--- src/rtl/pipe_pkg.sv ---
// Shared pipeline definitions: forwarding encodings, hazard FSM states and the NOP word.
package pipe_pkg;

  localparam logic [1:0]  FWD_RF  = 2'b00;
  localparam logic [1:0]  FWD_WB  = 2'b01;
  localparam logic [1:0]  FWD_MEM = 2'b10;

  localparam logic [31:0] NOP = 32'h00000013;

  typedef enum logic {
    RUN     = 1'b0,
    MC_WAIT = 1'b1
  } state_t;

  // MEM result is younger than WB, so it wins a double match.
  function automatic logic [1:0] fwd_sel(input logic [4:0] rs,
                                         input logic [4:0] m_rd,
                                         input logic [4:0] w_rd,
                                         input logic       m_we,
                                         input logic       w_we);
    if (m_we && (m_rd != 5'd0) && (m_rd == rs)) begin
      return FWD_MEM;
    end else if (w_we && (w_rd != 5'd0) && (w_rd == rs)) begin
      return FWD_WB;
    end
    return FWD_RF;
  endfunction

endpackage

--- src/rtl/fwd_unit.sv ---
// EX-stage operand forwarding selects, purely combinational.
module fwd_unit
  import pipe_pkg::*;
(
  input  logic [4:0] E_rs1,
  input  logic [4:0] E_rs2,
  input  logic [4:0] M_rd,
  input  logic [4:0] W_rd,
  input  logic       M_reg_write,
  input  logic       W_reg_write,
  output logic [1:0] fwd_a,
  output logic [1:0] fwd_b
);

  assign fwd_a = fwd_sel(E_rs1, M_rd, W_rd, M_reg_write, W_reg_write);
  assign fwd_b = fwd_sel(E_rs2, M_rd, W_rd, M_reg_write, W_reg_write);

endmodule

--- src/rtl/pipeline_hazard_ctrl.sv ---
// Stall/flush scheduler for the five-stage pipeline: multi-cycle wait FSM, redirect
// bookkeeping, load-use detection and forwarding.
module pipeline_hazard_ctrl
  import pipe_pkg::*;
#(
  parameter int unsigned MC_LAT = 4
) (
  input  logic       clk,
  input  logic       rst_n,
  input  logic [4:0] D_rs1,
  input  logic [4:0] D_rs2,
  input  logic [4:0] E_rs1,
  input  logic [4:0] E_rs2,
  input  logic [4:0] E_rd,
  input  logic       E_is_load,
  input  logic       E_is_mc,
  input  logic       E_pc_src,
  input  logic [4:0] M_rd,
  input  logic [4:0] W_rd,
  input  logic       M_reg_write,
  input  logic       W_reg_write,
  input  logic       imem_ready,
  output logic       F_stall,
  output logic       D_stall,
  output logic       E_stall,
  output logic       D_flush,
  output logic       E_flush,
  output logic       M_flush,
  output logic [1:0] fwd_a,
  output logic [1:0] fwd_b,
  output logic       mc_done,
  output logic       busy
);

  localparam logic [5:0] CNT_INIT = 6'(MC_LAT - 1);

  state_t     state_q, state_d;
  logic [5:0] cnt_q, cnt_d;
  logic       redirect_pend_q, redirect_pend_d;
  logic       mc_done_q, mc_done_d;
  logic       lu, redirect;

  assign lu = E_is_load && (E_rd != 5'd0) && ((E_rd == D_rs1) || (E_rd == D_rs2));
  assign redirect = E_pc_src && !E_is_mc;

  always_ff @(posedge clk) begin
    if (!rst_n) begin
      state_q         <= RUN;
      cnt_q           <= 6'd0;
      redirect_pend_q <= 1'b0;
      mc_done_q       <= 1'b0;
    end else begin
      state_q         <= state_d;
      cnt_q           <= cnt_d;
      redirect_pend_q <= redirect_pend_d;
      mc_done_q       <= mc_done_d;
    end
  end

  always_comb begin
    state_d         = state_q;
    cnt_d           = cnt_q;
    redirect_pend_d = redirect_pend_q;
    mc_done_d       = 1'b0;
    F_stall         = 1'b0;
    D_stall         = 1'b0;
    E_stall         = 1'b0;
    D_flush         = 1'b0;
    E_flush         = 1'b0;
    M_flush         = 1'b0;

    case (state_q)
      MC_WAIT: begin
        F_stall = 1'b1;
        D_stall = 1'b1;
        E_stall = 1'b1;
        M_flush = 1'b1;
        if (cnt_q == 6'd0) begin
          state_d   = RUN;
          mc_done_d = 1'b1;
        end else begin
          cnt_d = cnt_q - 6'd1;
        end
      end
      default: begin
        if (E_is_mc) begin
          state_d = MC_WAIT;
          cnt_d   = CNT_INIT;
        end
        if (redirect) begin
          D_flush         = 1'b1;
          E_flush         = 1'b1;
          redirect_pend_d = !imem_ready;
        end else if (lu) begin
          F_stall = 1'b1;
          D_stall = 1'b1;
          E_flush = 1'b1;
        end else begin
          if (!imem_ready) begin
            F_stall = 1'b1;
            D_flush = 1'b1;
          end
          // First valid fetch after a stalled redirect is still wrong-path.
          if (redirect_pend_q && imem_ready) begin
            D_flush         = 1'b1;
            redirect_pend_d = 1'b0;
          end
        end
      end
    endcase

    if (!rst_n) begin
      F_stall = 1'b0;
      D_stall = 1'b0;
      E_stall = 1'b0;
      D_flush = 1'b0;
      E_flush = 1'b0;
      M_flush = 1'b0;
    end
  end

  assign mc_done = mc_done_q;
  assign busy    = (state_q == MC_WAIT);

  fwd_unit u_fwd_unit (
    .E_rs1       (E_rs1),
    .E_rs2       (E_rs2),
    .M_rd        (M_rd),
    .W_rd        (W_rd),
    .M_reg_write (M_reg_write),
    .W_reg_write (W_reg_write),
    .fwd_a       (fwd_a),
    .fwd_b       (fwd_b)
  );

endmodule

--- config.mk ---
export PLATFORM = sky130hd
export DESIGN_NAME = pipeline_hazard_ctrl
export DESIGN_NICKNAME = d
export VERILOG_FILES = /design/src/rtl/pipe_pkg.sv /design/src/rtl/fwd_unit.sv /design/src/rtl/pipeline_hazard_ctrl.sv
export SDC_FILE = /design/constraint.sdc
export NUM_CORES = 1
export LEC_CHECK = 0
export BUFFER_PORTS_ARGS = -buffer_cell sky130_fd_sc_hd__buf_4
export CORE_ASPECT_RATIO = 1.5
export CORE_UTILIZATION = 25
export CTS_BUF_LIST = sky130_fd_sc_hd__clkbuf_16
export CTS_CLUSTER_SIZE = 25
export DETAILED_ROUTE_END_ITERATION = 7
export GPL_TIMING_DRIVEN = 0
export PLACE_DENSITY = 0.49
export SYNTH_ARGS = -nofsm -noshare
export SYNTH_HDL_FRONTEND = slang
export SYNTH_SLANG_ARGS = --single-unit
--- constraint.sdc ---
create_clock -name clk -period 1.9 [get_ports clk]
set_input_delay 0.38 -clock clk [delete_from_list [all_inputs] [get_ports clk]]
set_output_delay 0.38 -clock clk [all_outputs]
set_load 0.005 [all_outputs]
==> flow_metrics.env <==
export IMPL_wire_per_inst_um=13.2
export IMPL_antennaDiodeCount=0
export IMPL_viasPerCell=4.84
export IMPL_multi_input_area_um2=731
export IMPL_p_clk_share_pct=38.5
export IMPL_rsz0062_at_grt="yes"
export IMPL_htree_levels=1
export IMPL_grt_pass1_wl_mm=4.42
export IMPL_first_iter_violations=11
export IMPL_syn_avg_cell_area_um2=7.84
export IMPL_antenna_found_initial=0
export IMPL_routed_wl_mm=2.87
export IMPL_seqPwrFrac_pct=24.5
export IMPL_r2r_end="cnt_q[4]$_SDFFE_PN0P_"
export IMPL_status="complete, but fails checks"
export IMPL_synthDistinctLibCells=28
export IMPL_coreArea_mm2=0.00338
export IMPL_worst_slew_pin_slew_ns=0.546
export IMPL_layout_drive_gt1_share_pct=45.1
export IMPL_drv_cap=0
export IMPL_fin_worst_skew_ns=0.00537
export IMPL_switching_power_w=0.000272
export IMPL_drcViolationCount=0
export IMPL_start_kind="primary input"
export IMPL_ff_latch_area_um2=180
export IMPL_final_hold_violation_count=0
export IMPL_cts_buffers=3
export IMPL_synthCells=112
export IMPL_yosys_area_top_type="dfxtp_1"
export IMPL_hp_class="in -> reg"
export IMPL_synth_fp_nets=157
export IMPL_clk_pin_slew_ns=0.04
export IMPL_grt_max_degree=11
export IMPL_cp_arrival_ns=1.65
export IMPL_violations="setup timing"
export IMPL_syn_area_um2=878
export IMPL_setup_viol=5
export IMPL_firstDrtPassIters=4
export IMPL_fin_total_pwr_w=0.000948
export IMPL_cp_required_ns=1.52
export IMPL_p_leak_nw=0.699
export IMPL_irDropWorstVdd_uv=795
export IMPL_fin_nets=221
export IMPL_swShare_pct=28.6
export IMPL_fillers=345
export IMPL_yosys_warnings=0
export IMPL_p_int_w=0.000677
export IMPL_fin_hold_ws_ns=0.473
export IMPL_areaGrowthSynthToFinish_pct=77.4
export IMPL_clkLatencyLatePin_ns=0.24
export IMPL_fin_util_pct=46.0
export IMPL_stdcell_area_mm2=0.00156
export IMPL_cts_tree="yes"
export IMPL_ant_nets=0
export IMPL_path_max_fanout=2
export IMPL_r2r_setup_slack_ns=0.24
export IMPL_finalWorstSetupSlack_ns=-0.132
export IMPL_cts_buffer_depth=2
export IMPL_reg2reg_depth=6
export IMPL_grt_ovfl_total=0
export IMPL_hpwl_mm=2.27
export IMPL_vias=1051
export IMPL_chipWidth_um=50.4
export IMPL_ys_seq_area_share_pct=20.5
export IMPL_finalCritPeriodShare_pct=107
export IMPL_cts_sinks=9
export IMPL_grt_pass1_vias=1046
export IMPL_finalMaxSlewViolations=0
export IMPL_die_h_um=74.6
export IMPL_clockRootBuffer="clkbuf_16"
export IMPL_slew_headroom_pct=63.1
export IMPL_start_util_pct=26.0
export IMPL_reg2reg_from="cnt_q[0]$_SDFFE_PN0P_"
export IMPL_max_freq_mhz=492
export IMPL_p_per_area_mw_per_mm2=609
export IMPL_startpoint="E_rs2[2]"
export IMPL_gp_congestion=0.832
export IMPL_synth_top_area_share_pct=20.5
export IMPL_tns_ns=-0.289
export IMPL_portBuffers=54
export IMPL_grt_usage_pct=15.6
export IMPL_dieArea_mm2=0.00376
export IMPL_crit_type="in -> out"
export IMPL_ys_ff_latch=9
export IMPL_synthTopCellsByArea="dfxtp_1 (21%), xor2_1 (18%), xnor2_1 (16%)"
export IMPL_cp_endpoint="fwd_b[0]"
export IMPL_min_period_ns=2.03
export IMPL_combPwrFrac_pct=37.1
export IMPL_num_rows=26
export IMPL_top_level_ports=55
export IMPL_place_area_mm2=0.00134
export IMPL_endpoint_kind="primary output"
==> final cells by class <==
| type | instances | area share [%] |
|---|---|---|
| Buffer | 3 | 1.04 |
| Inverter | 6 | 1.45 |
| Timing Repair Buffer | 59 | 30.6 |
| Clock buffer | 3 | 4.82 |
| Tap cell | 42 | 3.37 |
| Clock inverter | 1 | 0.241 |
| Sequential cell | 9 | 11.6 |
| Multi-Input combinational cell | 94 | 46.9 |
==> critical path: stages <==
cell and delay (ns):
buf_4 0.12, xor2_1 0.14, or4_1 0.53, nor4_2 0.31, buf_4 0.16
==> worst min-delay path by stage <==
stage	startpoint	to	slack, ns	cells after the start
6_report	imem_ready	redirect_pend_q$_SDFFE_PN0P_	0.47	4
5_1_grt	imem_ready	redirect_pend_q$_SDFFE_PN0P_	0.53	4
4_1_cts	imem_ready	redirect_pend_q$_SDFFE_PN0P_	0.48	4
3_5_place_dp	cnt_q[5]$_SDFFE_PN0P_	cnt_q[5]$_SDFFE_PN0P_	0.51	2
3_3_place_gp	cnt_q[4]$_SDFFE_PN0P_	cnt_q[4]$_SDFFE_PN0P_	0.50	2
2_1_floorplan	cnt_q[4]$_SDFFE_PN0P_	cnt_q[4]$_SDFFE_PN0P_	0.48	2
==> repair_timing <==
item / CTS / global route
hold buffers: 0 / 0
pin swaps: 12 / 7
setup buffers: 5 / 0
setup endpoints to repair: 6 / 7
resized for setup: 21 / 3
==> power groups by stage <==
| stage | Clock (W) | Sequential, W | Combinational (W) |
|---|---|---|---|
| final | 0.000365 | 0.000232 | 0.000352 |
| after global routing | 0.000387 | 0.000235 | 0.000386 |
| after CTS | 0.000372 | 0.000232 | 0.000349 |
| after detailed placement | 0 | 0.000235 | 0.000316 |
| after global placement | 0 | 0.000235 | 0.000313 |
| after floorplan | 0 | 0.000232 | 0.000171 |
==> synth_stat cells <==
library cell,count
a21boi_0,1
a21oi_1,1
a31oi_1,3
a41oi_1,1
and2_1,3
and3_1,2
buf_4,1
clkbuf_1,1
clkbuf_2,1
dfxtp_1,9
ha_1,2
inv_1,6
nand2_1,9
nand3_1,9
nor2_1,9
nor3_1,1
nor4_1,2
nor4_2,2
o211a_1,2
o211ai_1,2
o21a_1,1
o21ai_0,2
o21ai_1,1
o21ai_2,1
o22ai_1,1
or4_1,5
xnor2_1,16
xor2_1,18
==> per-layer routing <==
layer  up-vias  GRT usage [%]  wire length [um]
met1       480           15.4              1020
met3         8           3.48               214
li1        512              -                 -
met5         -              0                 0
met4         0           6.79                65
met2        51           30.4              1570
==> metrics by stage <==
step	setup slack (ns)	cells
floorplan	0.0995	112
global placement	-0.229	208
detailed placement	-0.271	208
CTS	-0.122	217
global route	-0.167	217
finish	-0.132	217
==> kinds of logic after synthesis <==
group | share of synthesized area, %
buffers and inverters | 4.42
xor gates and xnor gates | 33.9
AOI/OAI and AO/OA | 12.8
DFF | 20.5
adders and majority gates | 2.85
and+or+nand+nor | 25.5
==> cell usage in the layout, fill, tap and decap left out, types with 2 or more instances in the layout <==
cell,count
clkbuf_16,3
xnor2_1,15
o211ai_1,2
or4_1,2
o211a_1,2
nor2_1,9
buf_8,2
or4_4,3
and2_1,2
and3_1,2
a31oi_1,3
buf_4,53
nand3_1,8
ha_1,2
nand2_1,8
buf_6,5
o21ai_0,2
xor2_1,18
nor4_2,3
inv_1,7
dfxtp_1,9
==> state kept, by name, summed over array words and instances, names as in the netlist <==
name             cells
busy                 1
cnt_q                6
mc_done              1
redirect_pend_q      1
Note: power is estimated with default switching activity, not from simulation.
